File: src/rtl/cc1200_spi_target.sv
`default_nettype none
// +--------------------------------------------------------------------------+
// | Module   : cc1200_spi_target                                              |
// | Purpose  : SPI target (mode 0) emulating the CC1200 SPI access layer:     |
// |            header decode, 48-byte register file, command strobes, and     |
// |            TX (burst 0x7F write) / RX (burst 0xFF read) byte FIFOs.       |
// | Ports    : clk, rstn (async, active-low)                                  |
// |            sclk, cs_n, mosi in / miso, miso_oe out  - SPI pins            |
// |            tx_pop in / tx_data, tx_count out         - RF side, TX FIFO   |
// |            rx_push, rx_wdata in / rx_count out       - RF side, RX FIFO   |
// |            chip_state, tx_ovf, rx_udf out            - status             |
// | Revision : 1.0 - initial release                                          |
// +--------------------------------------------------------------------------+
module cc1200_spi_target #(
  parameter int FIFO_AW = 4
) (
  input  logic               clk,
  input  logic               rstn,
  input  logic               sclk,
  input  logic               cs_n,
  input  logic               mosi,
  output logic               miso,
  output logic               miso_oe,
  input  logic               tx_pop,
  output logic [7:0]         tx_data,
  output logic [FIFO_AW:0]   tx_count,
  input  logic               rx_push,
  input  logic [7:0]         rx_wdata,
  output logic [FIFO_AW:0]   rx_count,
  output logic [2:0]         chip_state,
  output logic               tx_ovf,
  output logic               rx_udf
);
  localparam int DEPTH = 2**FIFO_AW;
  localparam logic [FIFO_AW:0]   CNT_FULL = DEPTH[FIFO_AW:0];
  localparam logic [FIFO_AW:0]   CNT_ONE  = 1;
  localparam logic [FIFO_AW-1:0] PTR_ONE  = 1;

  // ---------------- pin synchronizers and edge detect ----------------
  logic [1:0] sclk_s, mosi_s, cs_s;
  logic       sclk_d, cs_d, armed;

  // armed only rises once synchronized cs_n has been seen high, so a
  // transaction already in progress when reset releases is ignored.
  always_ff @(posedge clk or negedge rstn) begin
    if (!rstn) begin
      sclk_s <= '0; mosi_s <= '0; cs_s <= '0;
      sclk_d <= 1'b0; cs_d <= 1'b0; armed <= 1'b0;
    end else begin
      sclk_s <= {sclk_s[0], sclk};
      mosi_s <= {mosi_s[0], mosi};
      cs_s   <= {cs_s[0], cs_n};
      sclk_d <= sclk_s[1];
      cs_d   <= cs_s[1];
      if (cs_s[1]) armed <= 1'b1;
    end
  end

  logic sclk_rise, sclk_fall, cs_fall, cs_rise;
  assign sclk_rise = sclk_s[1] & ~sclk_d;
  assign sclk_fall = ~sclk_s[1] & sclk_d;
  assign cs_fall   = armed & cs_d & ~cs_s[1];
  assign cs_rise   = armed & cs_s[1] & ~cs_d;
  assign miso_oe   = armed & ~cs_s[1];

  // ---------------- transaction FSM ----------------
  typedef enum logic [1:0] {ST_IDLE, ST_HDR, ST_DATA, ST_IGN} state_t;
  state_t state, state_nx;

  logic [2:0] bit_cnt;
  logic [7:0] sh_in, sh_out, rx_byte, next_byte, status;
  logic       load_pend, rw, burst, byte_end, hdr_done, data_done;
  logic [5:0] addr;

  assign rx_byte  = {sh_in[6:0], mosi_s[1]};
  assign byte_end = sclk_rise & (bit_cnt == 3'd7);
  assign status   = {1'b0, chip_state, 4'b0000};

  always_ff @(posedge clk or negedge rstn) begin
    if (!rstn) state <= ST_IDLE;
    else       state <= state_nx;
  end

  always_comb begin
    state_nx  = state;
    hdr_done  = 1'b0;
    data_done = 1'b0;
    if (cs_rise) begin
      state_nx = ST_IDLE;
    end else begin
      case (state)
        ST_IDLE: if (cs_fall) state_nx = ST_HDR;
        ST_HDR: if (byte_end) begin
          hdr_done = 1'b1;
          state_nx = (rx_byte[5:0] <= 6'h2F || rx_byte[5:0] == 6'h3F) ? ST_DATA : ST_IGN;
        end
        ST_DATA: if (byte_end) begin
          data_done = 1'b1;
          if (!burst) state_nx = ST_IGN;
        end
        default: ;
      endcase
    end
  end

  // ---------------- access decode ----------------
  logic is_reg, is_fifo, reg_we, spi_tx_push, spi_rx_pop, strobe, sfrx, sftx;
  assign is_reg      = (addr <= 6'h2F);
  assign is_fifo     = (addr == 6'h3F);
  assign reg_we      = data_done & ~rw & is_reg;
  assign spi_tx_push = data_done & ~rw & is_fifo;
  assign spi_rx_pop  = data_done & rw & is_fifo;
  assign strobe      = hdr_done & (rx_byte[5:0] >= 6'h30) & (rx_byte[5:0] <= 6'h3D);
  assign sfrx        = strobe & (rx_byte[5:0] == 6'h3A);
  assign sftx        = strobe & (rx_byte[5:0] == 6'h3B);

  // ---------------- register file ----------------
  logic [7:0] regs [0:47];
  always_ff @(posedge clk or negedge rstn) begin
    if (!rstn) begin
      for (int i = 0; i < 48; i++) regs[i] <= 8'h00;
    end else if (reg_we) begin
      regs[addr] <= rx_byte;
    end
  end

  // ---------------- RX FIFO (RF pushes, SPI pops) ----------------
  logic [7:0]         rx_mem [0:DEPTH-1];
  logic [FIFO_AW-1:0] rx_wp, rx_rp;
  logic               rx_full, rx_empty, rx_do_push, rx_do_pop;
  logic [7:0]         rx_head;
  assign rx_full    = (rx_count == CNT_FULL);
  assign rx_empty   = (rx_count == '0);
  assign rx_do_push = rx_push & ~rx_full & ~sfrx;
  assign rx_do_pop  = spi_rx_pop & ~rx_empty;
  assign rx_head    = rx_empty ? 8'h00 : rx_mem[rx_rp];

  always_ff @(posedge clk) if (rx_do_push) rx_mem[rx_wp] <= rx_wdata;

  always_ff @(posedge clk or negedge rstn) begin
    if (!rstn) begin
      rx_wp <= '0; rx_rp <= '0; rx_count <= '0; rx_udf <= 1'b0;
    end else if (sfrx) begin
      rx_wp <= '0; rx_rp <= '0; rx_count <= '0; rx_udf <= 1'b0;
    end else begin
      if (rx_do_push) rx_wp <= rx_wp + PTR_ONE;
      if (rx_do_pop)  rx_rp <= rx_rp + PTR_ONE;
      if (spi_rx_pop && rx_empty) rx_udf <= 1'b1;
      case ({rx_do_push, rx_do_pop})
        2'b10:   rx_count <= rx_count + CNT_ONE;
        2'b01:   rx_count <= rx_count - CNT_ONE;
        default: ;
      endcase
    end
  end

  // ---------------- TX FIFO (SPI pushes, RF pops) ----------------
  logic [7:0]         tx_mem [0:DEPTH-1];
  logic [FIFO_AW-1:0] tx_wp, tx_rp;
  logic               tx_full, tx_empty, tx_do_push, tx_do_pop;
  assign tx_full    = (tx_count == CNT_FULL);
  assign tx_empty   = (tx_count == '0);
  assign tx_do_push = spi_tx_push & ~tx_full;
  assign tx_do_pop  = tx_pop & ~tx_empty & ~sftx;
  assign tx_data    = tx_empty ? 8'h00 : tx_mem[tx_rp];

  always_ff @(posedge clk) if (tx_do_push) tx_mem[tx_wp] <= rx_byte;

  always_ff @(posedge clk or negedge rstn) begin
    if (!rstn) begin
      tx_wp <= '0; tx_rp <= '0; tx_count <= '0; tx_ovf <= 1'b0;
    end else if (sftx) begin
      tx_wp <= '0; tx_rp <= '0; tx_count <= '0; tx_ovf <= 1'b0;
    end else begin
      if (tx_do_push) tx_wp <= tx_wp + PTR_ONE;
      if (tx_do_pop)  tx_rp <= tx_rp + PTR_ONE;
      if (spi_tx_push && tx_full) tx_ovf <= 1'b1;
      case ({tx_do_push, tx_do_pop})
        2'b10:   tx_count <= tx_count + CNT_ONE;
        2'b01:   tx_count <= tx_count - CNT_ONE;
        default: ;
      endcase
    end
  end

  // ---------------- chip state (strobes) ----------------
  always_ff @(posedge clk or negedge rstn) begin
    if (!rstn) begin
      chip_state <= 3'b000;
    end else if (strobe) begin
      case (rx_byte[5:0])
        6'h34:   chip_state <= 3'b001;
        6'h35:   chip_state <= 3'b010;
        6'h36:   chip_state <= 3'b000;
        default: ;
      endcase
    end
  end

  // ---------------- shift registers ----------------
  // Byte loaded onto MISO at the fall after a byte completes. The RX head is
  // read after the previous byte's pop has committed, so it is already fresh.
  always_comb begin
    next_byte = 8'h00;
    if (state == ST_DATA) begin
      if (!rw)          next_byte = status;
      else if (is_fifo) next_byte = rx_head;
      else              next_byte = regs[addr];
    end
  end

  always_ff @(posedge clk or negedge rstn) begin
    if (!rstn) begin
      bit_cnt <= 3'd0; sh_in <= 8'h00; sh_out <= 8'h00; load_pend <= 1'b0;
      rw <= 1'b0; burst <= 1'b0; addr <= 6'h00;
    end else begin
      if (cs_fall) begin
        bit_cnt <= 3'd0; sh_in <= 8'h00; load_pend <= 1'b0;
        sh_out  <= status;
      end else if (cs_rise) begin
        sh_out <= 8'h00; load_pend <= 1'b0;
      end else if (state != ST_IDLE) begin
        if (sclk_rise) begin
          sh_in   <= rx_byte;
          bit_cnt <= bit_cnt + 3'd1;
          if (bit_cnt == 3'd7) load_pend <= 1'b1;
        end
        if (sclk_fall) begin
          if (load_pend) begin
            sh_out    <= next_byte;
            load_pend <= 1'b0;
          end else begin
            sh_out <= {sh_out[6:0], 1'b0};
          end
        end
      end
      if (hdr_done) begin
        rw <= rx_byte[7]; burst <= rx_byte[6]; addr <= rx_byte[5:0];
      end else if (data_done && is_reg) begin
        addr <= (addr == 6'h2F) ? 6'h00 : addr + 6'd1;
      end
    end
  end

  assign miso = sh_out[7];

endmodule
`default_nettype wire

File: config.mk
export PLATFORM = sky130hd
export DESIGN_NAME = cc1200_spi_target
export DESIGN_NICKNAME = d
export VERILOG_FILES = /design/src/rtl/cc1200_spi_target.sv
export SDC_FILE = /design/constraint.sdc
export NUM_CORES = 1
export LEC_CHECK = 0
export BUFFER_PORTS_ARGS = -buffer_cell sky130_fd_sc_hd__buf_4
export CAP_MARGIN = 20
export CORE_MARGIN = 1.5
export CORE_UTILIZATION = 57
export DETAILED_ROUTE_END_ITERATION = 7
export GPL_TIMING_DRIVEN = 0
export PLACE_DENSITY_LB_ADDON = 0.08
export SLEW_MARGIN = 0
export SYNTH_ARGS = -nofsm -noshare
export SYNTH_HDL_FRONTEND = slang
export SYNTH_SLANG_ARGS = --single-unit
export TNS_END_PERCENT = 100
File: constraint.sdc
create_clock -name clk -period 2.6 [get_ports clk]
set_clock_uncertainty 0.05 [all_clocks]
set_input_delay 0.65 -clock clk [delete_from_list [all_inputs] [get_ports clk]]
set_output_delay 0.65 -clock clk [all_outputs]
set_load 0.01 [all_outputs]
After elaboration in Yosys (flattened, before gate mapping). Memories as Yosys holds them, arrays and structs flattened. Cells that the tools add are included.

Register bits: 453. RAM bits: 256. Input bits: 15. Output and inout bits: 25. Logic and storage cells: 241. Memories kept: 2.

$add $sub $neg: 10. Magnitude comparators: 6. Equality and inequality tests: 22. Multiplexer cells: 67. Bitwise operators: 35. Reduce and logical (&&, ||, !) cells: 28.

Memories: rx_mem (words 16, width 8, read ports 1, clocked after memory_dff 0, write ports 1, RTL line 128) `logic [7:0] rx_mem [0:DEPTH-1];`; tx_mem (words 16, width 8, read ports 1, clocked after memory_dff 0, write ports 1, RTL line 158) `logic [7:0] tx_mem [0:DEPTH-1];`.

Operators by type and width (count): bitwise mux 384 bit (1); 2-to-1 mux 8 bit (13); binary-select mux 8 bit (select 6 bit) (1); demux 8 bit (select 6 bit) (1); == test 6 bit (second input constant) (8); 2-to-1 mux 4 bit (8); 2-to-1 mux 7 bit (4); AND 1 bit (23); 2-to-1 mux 1 bit (21); case mux 5 bit (2 select lines) (2); nonzero test 2 bit (10); <= comparator 6 bit (second input constant) (3); 2-to-1 mux 6 bit (3); adder 4 x 1 -> 4 bit (second input constant) (4); nonzero test 3 bit (5); 2-to-1 mux 3 bit (4); inequality test 3 bit (second input constant) (4); inverter 1 bit (11); adder 5 x 1 -> 5 bit (second input constant) (2); == test 5 bit (second input constant) (2); logical NOT 5 bit (2); 2-to-1 mux 2 bit (5); 2-to-1 mux 5 bit (2); subtractor 5 x 1 -> 5 bit (second input constant) (2); 19 further kinds (27).

Longest topological paths before layout. Gate-level depths: netlist (run 1).

Depth after elaboration: 14. Mapped depth: 15. Gate-level depth less buffers: 14.

Least setup slack after synthesis (run 1). No wires, ideal clock.

Path type: reg2reg. From: register bit_cnt[0]. To: register tx_count[4]. Library setup time: 0.132 ns. Data arrival time: 2.658 ns. Required time: 2.418 ns. Slack: -0.240 ns. Stages on the path, launching flop included: 16. Buffers on the path: 1. Clock period less this slack: 2.840 ns. Cell sequence: dfrtp_1 > ha_1 > ha_1 > and3b_1 > and4_1 > buf_2 > nand3b_1 > nor2_1 > xor2_1 > ha_1 > nor2_1 > nor2_1 > o211a_1 > o32ai_1 > xnor2_1 > nor2_1.

Cells in the longest elaborated chain, start to end: 13. Elaborated cells between the ends (all ways): 20. Classes of those cells: 3 x eq/ne; 7 x mux; 9 x bitwise; 1 x reduce/logical.

Ends and longest elaborated chain: from (decl) (RTL line 70) `logic [2:0] bit_cnt;`; from (signal assigned) (RTL line 225) `bit_cnt <= bit_cnt + 3'd1;`; == test 3 bit * (RTL line 76) `assign byte_end = sclk_rise & (bit_cnt == 3'd7);`; AND 1 bit * (RTL line 76); 2-to-1 mux 1 bit * (RTL line 93, 97); 2-to-1 mux 1 bit (RTL line 91) `case (state)`; 2-to-1 mux 1 bit (RTL line 88) `if (cs_rise) begin`; AND 1 bit (2 in series) (RTL line 113) `assign strobe = hdr_done & (rx_byte[5:0] >= 6'h30) & (rx_byte[5:0] <= 6'h3D);`; AND 1 bit (RTL line 115) `assign sftx = strobe & (rx_byte[5:0] == 6'h3B);`; inverter 1 bit (RTL line 164) `assign tx_do_pop = tx_pop & ~tx_empty & ~sftx;`; AND 1 bit (RTL line 164); == test 2 x 1 -> 1 bit / == test 2 bit (equally long branches) (RTL line 178) `case ({tx_do_push, tx_do_pop})`; case mux 5 bit (2 select lines) (RTL line 178); 2-to-1 mux 5 bit (RTL line 172) `end else if (sftx) begin`; to (signal assigned) (RTL line 179) `2'b10: tx_count <= tx_count + CNT_ONE;`; to (signal assigned) (RTL line 180) `2'b01: tx_count <= tx_count - CNT_ONE;`; to (decl) (RTL line 26) `output logic [FIFO_AW:0] tx_count,`.

Every way passes the cells marked *; elsewhere a longest branch is shown, timed or not. A chain may end at the register's enable or synchronous reset.

Final worst setup path (run 1).
From: register tx_rp[0]. To: output tx_data[0].

Cells in the longest elaborated chain, start to end: 2.

Ends and longest elaborated chain: from (decl) (RTL line 159) `logic [FIFO_AW-1:0] tx_wp, tx_rp;`; from (signal assigned) (RTL line 176) `if (tx_do_pop) tx_rp <= tx_rp + PTR_ONE;`; memory (16 x 8 bit); 2-to-1 mux 8 bit (RTL line 165) `assign tx_data = tx_empty ? 8'h00 : tx_mem[tx_rp];`; to (decl) (RTL line 25) `output logic [7:0] tx_data,`.

Every way passes these cells.

==> reports/results.ini, run 1 <==
[finish]
antenna_cells=0
stdcell_count=3133
nets=2418
area_growth_pct=24.76
regArea_mm2=0.01902
drive_above_1_share=0.4649
fillers=3445
multiInputGateArea_mm2=0.01400
fin_area_mm2=0.03930

[placed_design]
place.port_buffers=38
place.gp.congestion=0.9721
postPlaceCellArea_mm2=0.03294
dp.final_hpwl_um=62960
placedCellCount=2889

[clock_network]
htreeDepth=3
clock_latency_ns=0.64
cts_tree=done
cts.sinks=708
clock_path_buffers=3
cts_root_buf=clkbuf_16
clkTransAtPathRegs_ns=0.06
cts_buffers=74

[grt]
grt_use_total=0.3426
grt_pass1_vias=21210
grt_pass1_wl_um=140200
grt.overflow.total=0
antenna_found_initial=1
grt_max_degree=119

[worst_setup_path]
rr_endpoint=rx_count[4]
ff2ff_setup_slack_ns=-0.22
reg2reg_depth=14
path_cells=buf_6 > buf_12 > mux2i_1 > o221ai_4 > nand2_2 > a211oi_2 > buf_4
slowest_delay_ns=0.45
cpLargestDelayFamily=compound AO/OA/AOI/OAI gates
cp.required_ns=1.90
worstSetupPathType=register to output pin
crit_buf_inv=3
cpMaxStageDelayCell=dfrtp_2
cp.arrival_ns=2.28
startpoint_type=register
r2r_start=bit_cnt[1]
cp_max_fo=10
cp-end-kind=output pin

[floorplanning]
die_w_um=238.1
std_cell_rows=85
core_mm2=0.05424
die_area_mm2=0.05668
start_util=0.5807
die_height_um=238.1
ioPinCount=40

[min_path]
hp-start=mosi
worstHoldPathCells=1
hold_path.class=primary input to register
min_to=mosi_s[0]

[sta]
finalHoldViolCount=0
timing.final.ws_setup_ns=-0.3834
drv_slew=0
timing.fmax_mhz=335.2
setup_violations=338
relSlewSlack=0.2213
final.min_clock_period_ns=2.983
fin_crit_sh=1.147
tightestPinTransition_ns=1.168
setup_tns_ns=-26.91
grt_setup_unrepaired=true

[synthesis]
synth_warnings=0
ys.flop_type=dfrtp_1
ys_async_sr_fraction=0.6384
synth-edff-count=256
syn-num-nets=2175
syn_area_mm2=0.03150
ys_types=73
avgSynthCellArea_um2=14.72
syn_inst=2140
seq_area_frac_synth=0.6032
ys_seq_elements=708

[route]
drt_iter0_markers=2186
avgRoutedWirePerCell_um=31.28
dr.pass1.iters=7
remaining_drc_errors=0
detail-route-antenna-nets=0
via_count=21140
vias_per_cell=6.746
wl_um=97990

[outcome]
outcome=finished, violations left
failed_checks=negative setup slack

[pwr]
power.leakage_nw=16.57
power.density_mw_per_mm2=633.2
p_total_w=0.02488
irDropWorstVdd_mv=0.7818

[flow_run]
maxCapViolations=0

==> state kept, by name (all words and copies together) (netlist names), 4 cells and up <==
| register | flops |
|---|---|
| addr | 6 |
| sh_in | 7 |
| tx_mem | 128 |
| rx_rp | 4 |
| rx_wp | 4 |
| regs | 384 |
| rx_count | 5 |
| rx_mem | 128 |
| sh_out | 8 |
| tx_wp | 4 |
| tx_rp | 4 |
| tx_count | 5 |
==> kinds of logic after synthesis <==
kind of cell | synth area share
flops | 0.6032
xor+xnor | 0.006952
simple gates | 0.06205
buf+inv | 0.02260
fa+ha+maj | 0.007945
mux | 0.2343
other cells | 0.0001191
compound gates | 0.06288
==> per-stage QoR <==
step | worst slack, ns | util | hold WS, ns
6_report | -0.3834 | 0.7245 | 0.08750
5_1_grt | -0.4463 | 0.7245 | 0.08636
4_1_cts | -0.3806 | 0.6854 | 0.06773
3_5_place_dp | -1.355 | 0.6074 | 0.2847
3_3_place_gp | -4.167 | 0.6032 | 0.2923
2_1_floorplan | -0.1507 | - | 0.2812
==> layout make-up <==
cell class | instances | share of cell area
flip-flops and latches | 708 | 0.4841
multi-input cells | 1269 | 0.3563
clock buffers | 100 | 0.05215
repair buffers | 182 | 0.04938
plain buffers | 127 | 0.02716
well taps | 696 | 0.02216
clock inverters | 30 | 0.006559
inverters | 21 | 0.002165
==> layout by cell type, fill, tap and decap left out, drive strengths merged, types with 18 or more instances in the layout <==
master  netlist  final
dfrtp       452    452
mux2        422    422
edfxtp      256    256
buf          54    236
clkbuf       88    172
nor2        122    122
mux4         86     86
nand2        86     86
mux2i        69     69
a21oi        46     46
a221oi       44     44
o21ai        36     36
a22oi        32     32
o22ai        27     27
and3         26     26
and2         25     25
clkinv        2     24
inv          19     23
a211oi       23     23
nor3         23     23
ha           20     20
a31oi        18     18
nand3        18     18
==> cells in the mapped netlist (5+ instances only) <==
cell / number / area, um2
xor2_1: 13 / 113.9
nand2_2: 7 / 43.79
a31oi_1: 18 / 112.6
nand2_1: 74 / 277.8
o21ai_0: 36 / 180.2
nor4_1: 8 / 50.05
nor2_1: 95 / 356.6
inv_1: 19 / 71.32
buf_4: 10 / 75.07
o221ai_1: 17 / 148.9
and3_1: 26 / 162.7
ha_1: 20 / 250.2
nor3_4: 5 / 81.33
a22oi_1: 31 / 232.7
xnor2_1: 12 / 105.1
mux2_1: 26 / 292.8
a21oi_1: 46 / 230.2
nand3b_1: 5 / 37.54
nand2_4: 5 / 56.30
a211oi_1: 23 / 172.7
nand4_1: 8 / 50.05
nor3_1: 18 / 90.09
nor2b_1: 11 / 68.82
and2_1: 24 / 150.1
a22o_1: 12 / 105.1
clkbuf_1: 88 / 330.3
nand2b_1: 7 / 43.79
mux2_2: 396 / 4459
o22ai_1: 27 / 168.9
a221oi_1: 44 / 385.4
nor2_2: 24 / 150.1
dfrtp_1: 452 / 11310
mux2i_1: 69 / 690.7
buf_2: 38 / 190.2
edfxtp_1: 256 / 7687
mux4_2: 86 / 1937
nand3_1: 18 / 90.09
==> worst max-delay path by stage <==
| stage | cells past startpoint | end | from | slack [ns] |
|---|---|---|---|---|
| after floorplan | 15 | tx_count[4] | bit_cnt[1] | -0.15 |
| after global placement | 1 | sh_in[4] | rstn | -4.17 |
| after detailed placement | 12 | rx_count[4] | sh_in[2] | -1.35 |
| after CTS | 7 | tx_data[6] | tx_rp[0] | -0.38 |
| after global routing | 7 | tx_data[0] | tx_rp[0] | -0.45 |
| final | 7 | tx_data[0] | tx_rp[0] | -0.38 |
==> metal layers <==
layer | wire, um | vias up | track usage
li1 | - | 8654 | -
met1 | 39470 | 11040 | 0.4806
met2 | 44290 | 1136 | 0.5193
met3 | 9381 | 306 | 0.07485
met4 | 4848 | 0 | 0.1515
met5 | 0 | - | 0
==> timing repair <==
item	in CTS	in global routing
setup buffers	72	57
pin swaps	51	60
endpoints found under the setup margin	688	551
resized for setup	309	399
hold buffers	1	0
hold endpoints to repair	39	0
cloned	2	1
==> worst reg2reg max path: cells and delay by family, from the launching register on <==
family / cells / cell delay, ns
AND/OR/NAND/NOR: 6 / 1.09
adder cells (fa/ha/maj): 3 / 0.54
flip-flops: 1 / 0.36
AO/OA/AOI/OAI: 2 / 0.23
XOR/XNOR: 2 / 0.21
buffers and inverters: 1 / 0.19
==> where the power goes <==
part | leakage, nW | total [W] | internal, W | switching (W)
clock network | 1.15 | 0.0103 | 0.00584 | 0.00444
logic | 6.77 | 0.00238 | 0.000757 | 0.00162
registers | 8.65 | 0.0122 | 0.0120 | 0.000264
(Power assumes the default switching activity.)
==> run 2, diff against run 1 <==
CORE_ASPECT_RATIO = 2   (was default)
CORE_MARGIN = default   (was 1.5)
TNS_END_PERCENT = 30   (was 100)
==> reports/results.ini, run 2 (same netlist as run 1, synthesis figures left out) <==
[route]
top_layer=met5
avgRoutedWirePerCell_um=37.60
vias_per_cell=6.944
detail-route-antenna-nets=0
wl_met1_um=34350
drt_iter0_markers=2026
dr.pass1.iters=6
via_count=21560
wl_met3_um=8244
met2_length_um=60130
wl_um=116800
remaining_drc_errors=0

[placed_design]
dp.final_hpwl_um=78890
place.port_buffers=38
place.gp.congestion=1.076

[worst_setup_path]
cpMaxStageDelayCell=nand4_1
r2r_start=addr[2]
reg2reg_depth=8
cp_max_fo=10
worstSetupPathType=register to register
cp-end-kind=register
rr_endpoint=sh_out[7]
cpLargestDelayFamily=compound AO/OA/AOI/OAI gates
cp.arrival_ns=3.83
ff2ff_setup_slack_ns=-0.76
slowest_delay_ns=0.65
path_cells=buf_4 > buf_12 > clkbuf_8 > mux4_2 > a22oi_1 > nand4_1 > o21ai_2 > o21ai_1
startpoint_type=register
cp.required_ns=3.08
crit_buf_inv=3

[pwr]
power.leakage_nw=16.35
irDropWorstVdd_mv=0.7046
power.density_mw_per_mm2=622.0

[finish]
reg_top3=regs x384, rx_mem x128, tx_mem x128
regMostFlops=regs
drive_above_1_share=0.4738
nets=2414
fillers=3446
layout_common_cells=dfrtp_1 (441), mux2_2 (267), edfxtp_1 (256), mux2_4 (144), buf_4 (130)
area_growth_pct=25.16
largest_reg_flops=384
utilization=0.7233
final_common_cell=dfrtp_1

[clock_network]
cts.sinks=708
htreeDepth=2
clock_latency_ns=0.66
clkTransAtPathRegs_ns=0.07
cts_tree=done
clock_path_buffers=3
cts_root_buf=clkbuf_16
cts_buffers=58

[floorplanning]
die_area_mm2=0.05626
ioPinCount=40
core_mm2=0.05450
die_w_um=168.2
std_cell_rows=121
start_util=0.5779
die_height_um=334.4

[min_path]
min_to=sclk_s[0]
worstHoldPathCells=1
hp-start=sclk
hold_path.class=primary input to register

[outcome]
outcome=finished, violations left
failed_checks=negative setup slack

[sta]
grt_setup_unrepaired=true
setup_tns_ns=-27.09
tightestPinTransition_ns=1.340
relSlewSlack=0.1064
timing.fmax_mhz=298.0
final.min_clock_period_ns=3.356
fin_crit_sh=1.291
setup_violations=299
finalHoldViolCount=0
fin_hold_ws_ns=0.04888
drv_slew=0
timing.final.ws_setup_ns=-0.7561

[grt]
grt_max_degree=116
antenna_found_initial=5
grt_pass1_vias=22080
grt_pass1_wl_um=159500
grt_use_total=0.4150
grt.overflow.total=0

[flow_run]
maxCapViolations=0

run 2: changes by cell type in the layout (fill, tap and decap cells not counted), moves of 11 or more:
cell	before	now
clkinv_2	16	5
mux2_2	222	267
mux2_4	198	144
mux2i_1	58	39
mux2i_2	7	18
clkbuf_8	19	4
run 2: worst max path at each step:
stage             endpoint  slack, ns       start  cells after the start
2_1_floorplan  tx_count[4]      -0.15  bit_cnt[1]                     15
3_3_place_gp      sh_in[4]      -4.20        rstn                      1
3_5_place_dp     sh_out[4]      -1.83     addr[1]                      9
4_1_cts         tx_data[6]      -0.46    tx_rp[0]                      7
5_1_grt          sh_out[7]      -0.68     addr[2]                     10
6_report         sh_out[7]      -0.76     addr[2]                      8
run 2: layer usage:
metal | track usage | vias up
met4 | 0.4261 | 4
met2 | 0.7192 | 1184
met3 | 0.09855 | 573
met5 | 0 | -
met1 | 0.3858 | 11190
li1 | - | 8613
run 2: cell type report:
| cell class | count | area (um2) | area share |
|---|---|---|---|
| clock inverter | 42 | 538.0 | 0.01365 |
| buffer | 131 | 1129 | 0.02863 |
| multi-input combinational | 1269 | 14130 | 0.3585 |
| antenna | 2 | 5.005 | 0.0001270 |
| timing repair buffer | 190 | 2117 | 0.05370 |
| clock buffer | 66 | 1545 | 0.03920 |
| sequential | 708 | 19020 | 0.4826 |
| tap | 676 | 845.8 | 0.02145 |
| inverter | 21 | 85.08 | 0.002158 |
run 2: stage by stage:
stage / power, W / instances / cell area (um2) / worst slack [ns]
after floorplan: 0.01334 / 2140 / 31550 / -0.1507
after global placement: 0.01428 / 2854 / 32680 / -4.203
after detailed placement: 0.01446 / 2871 / 32960 / -1.833
after CTS: 0.02429 / 3040 / 37470 / -0.4586
after global routing: 0.02504 / 3103 / 39420 / -0.6804
final: 0.02452 / 3105 / 39420 / -0.7561
run 2: what timing repair did:
item | 4_1_cts | 5_1_grt
hold buffers | 1 | 0
setup buffers | 67 | 67
pin swaps | 75 | 89
cloned | 1 | 2
endpoints found under the hold margin | 33 | 0
setup endpoints to repair | 689 | 711
gates resized for setup | 448 | 288
run 2: where the power goes:
| part | total, W | switching (W) | leakage (nW) | internal (W) |
|---|---|---|---|---|
| clock | 0.00979 | 0.00431 | 0.976 | 0.00547 |
| combinational | 0.00251 | 0.00177 | 6.72 | 0.000744 |
| sequential | 0.0122 | 0.000272 | 8.65 | 0.0120 |
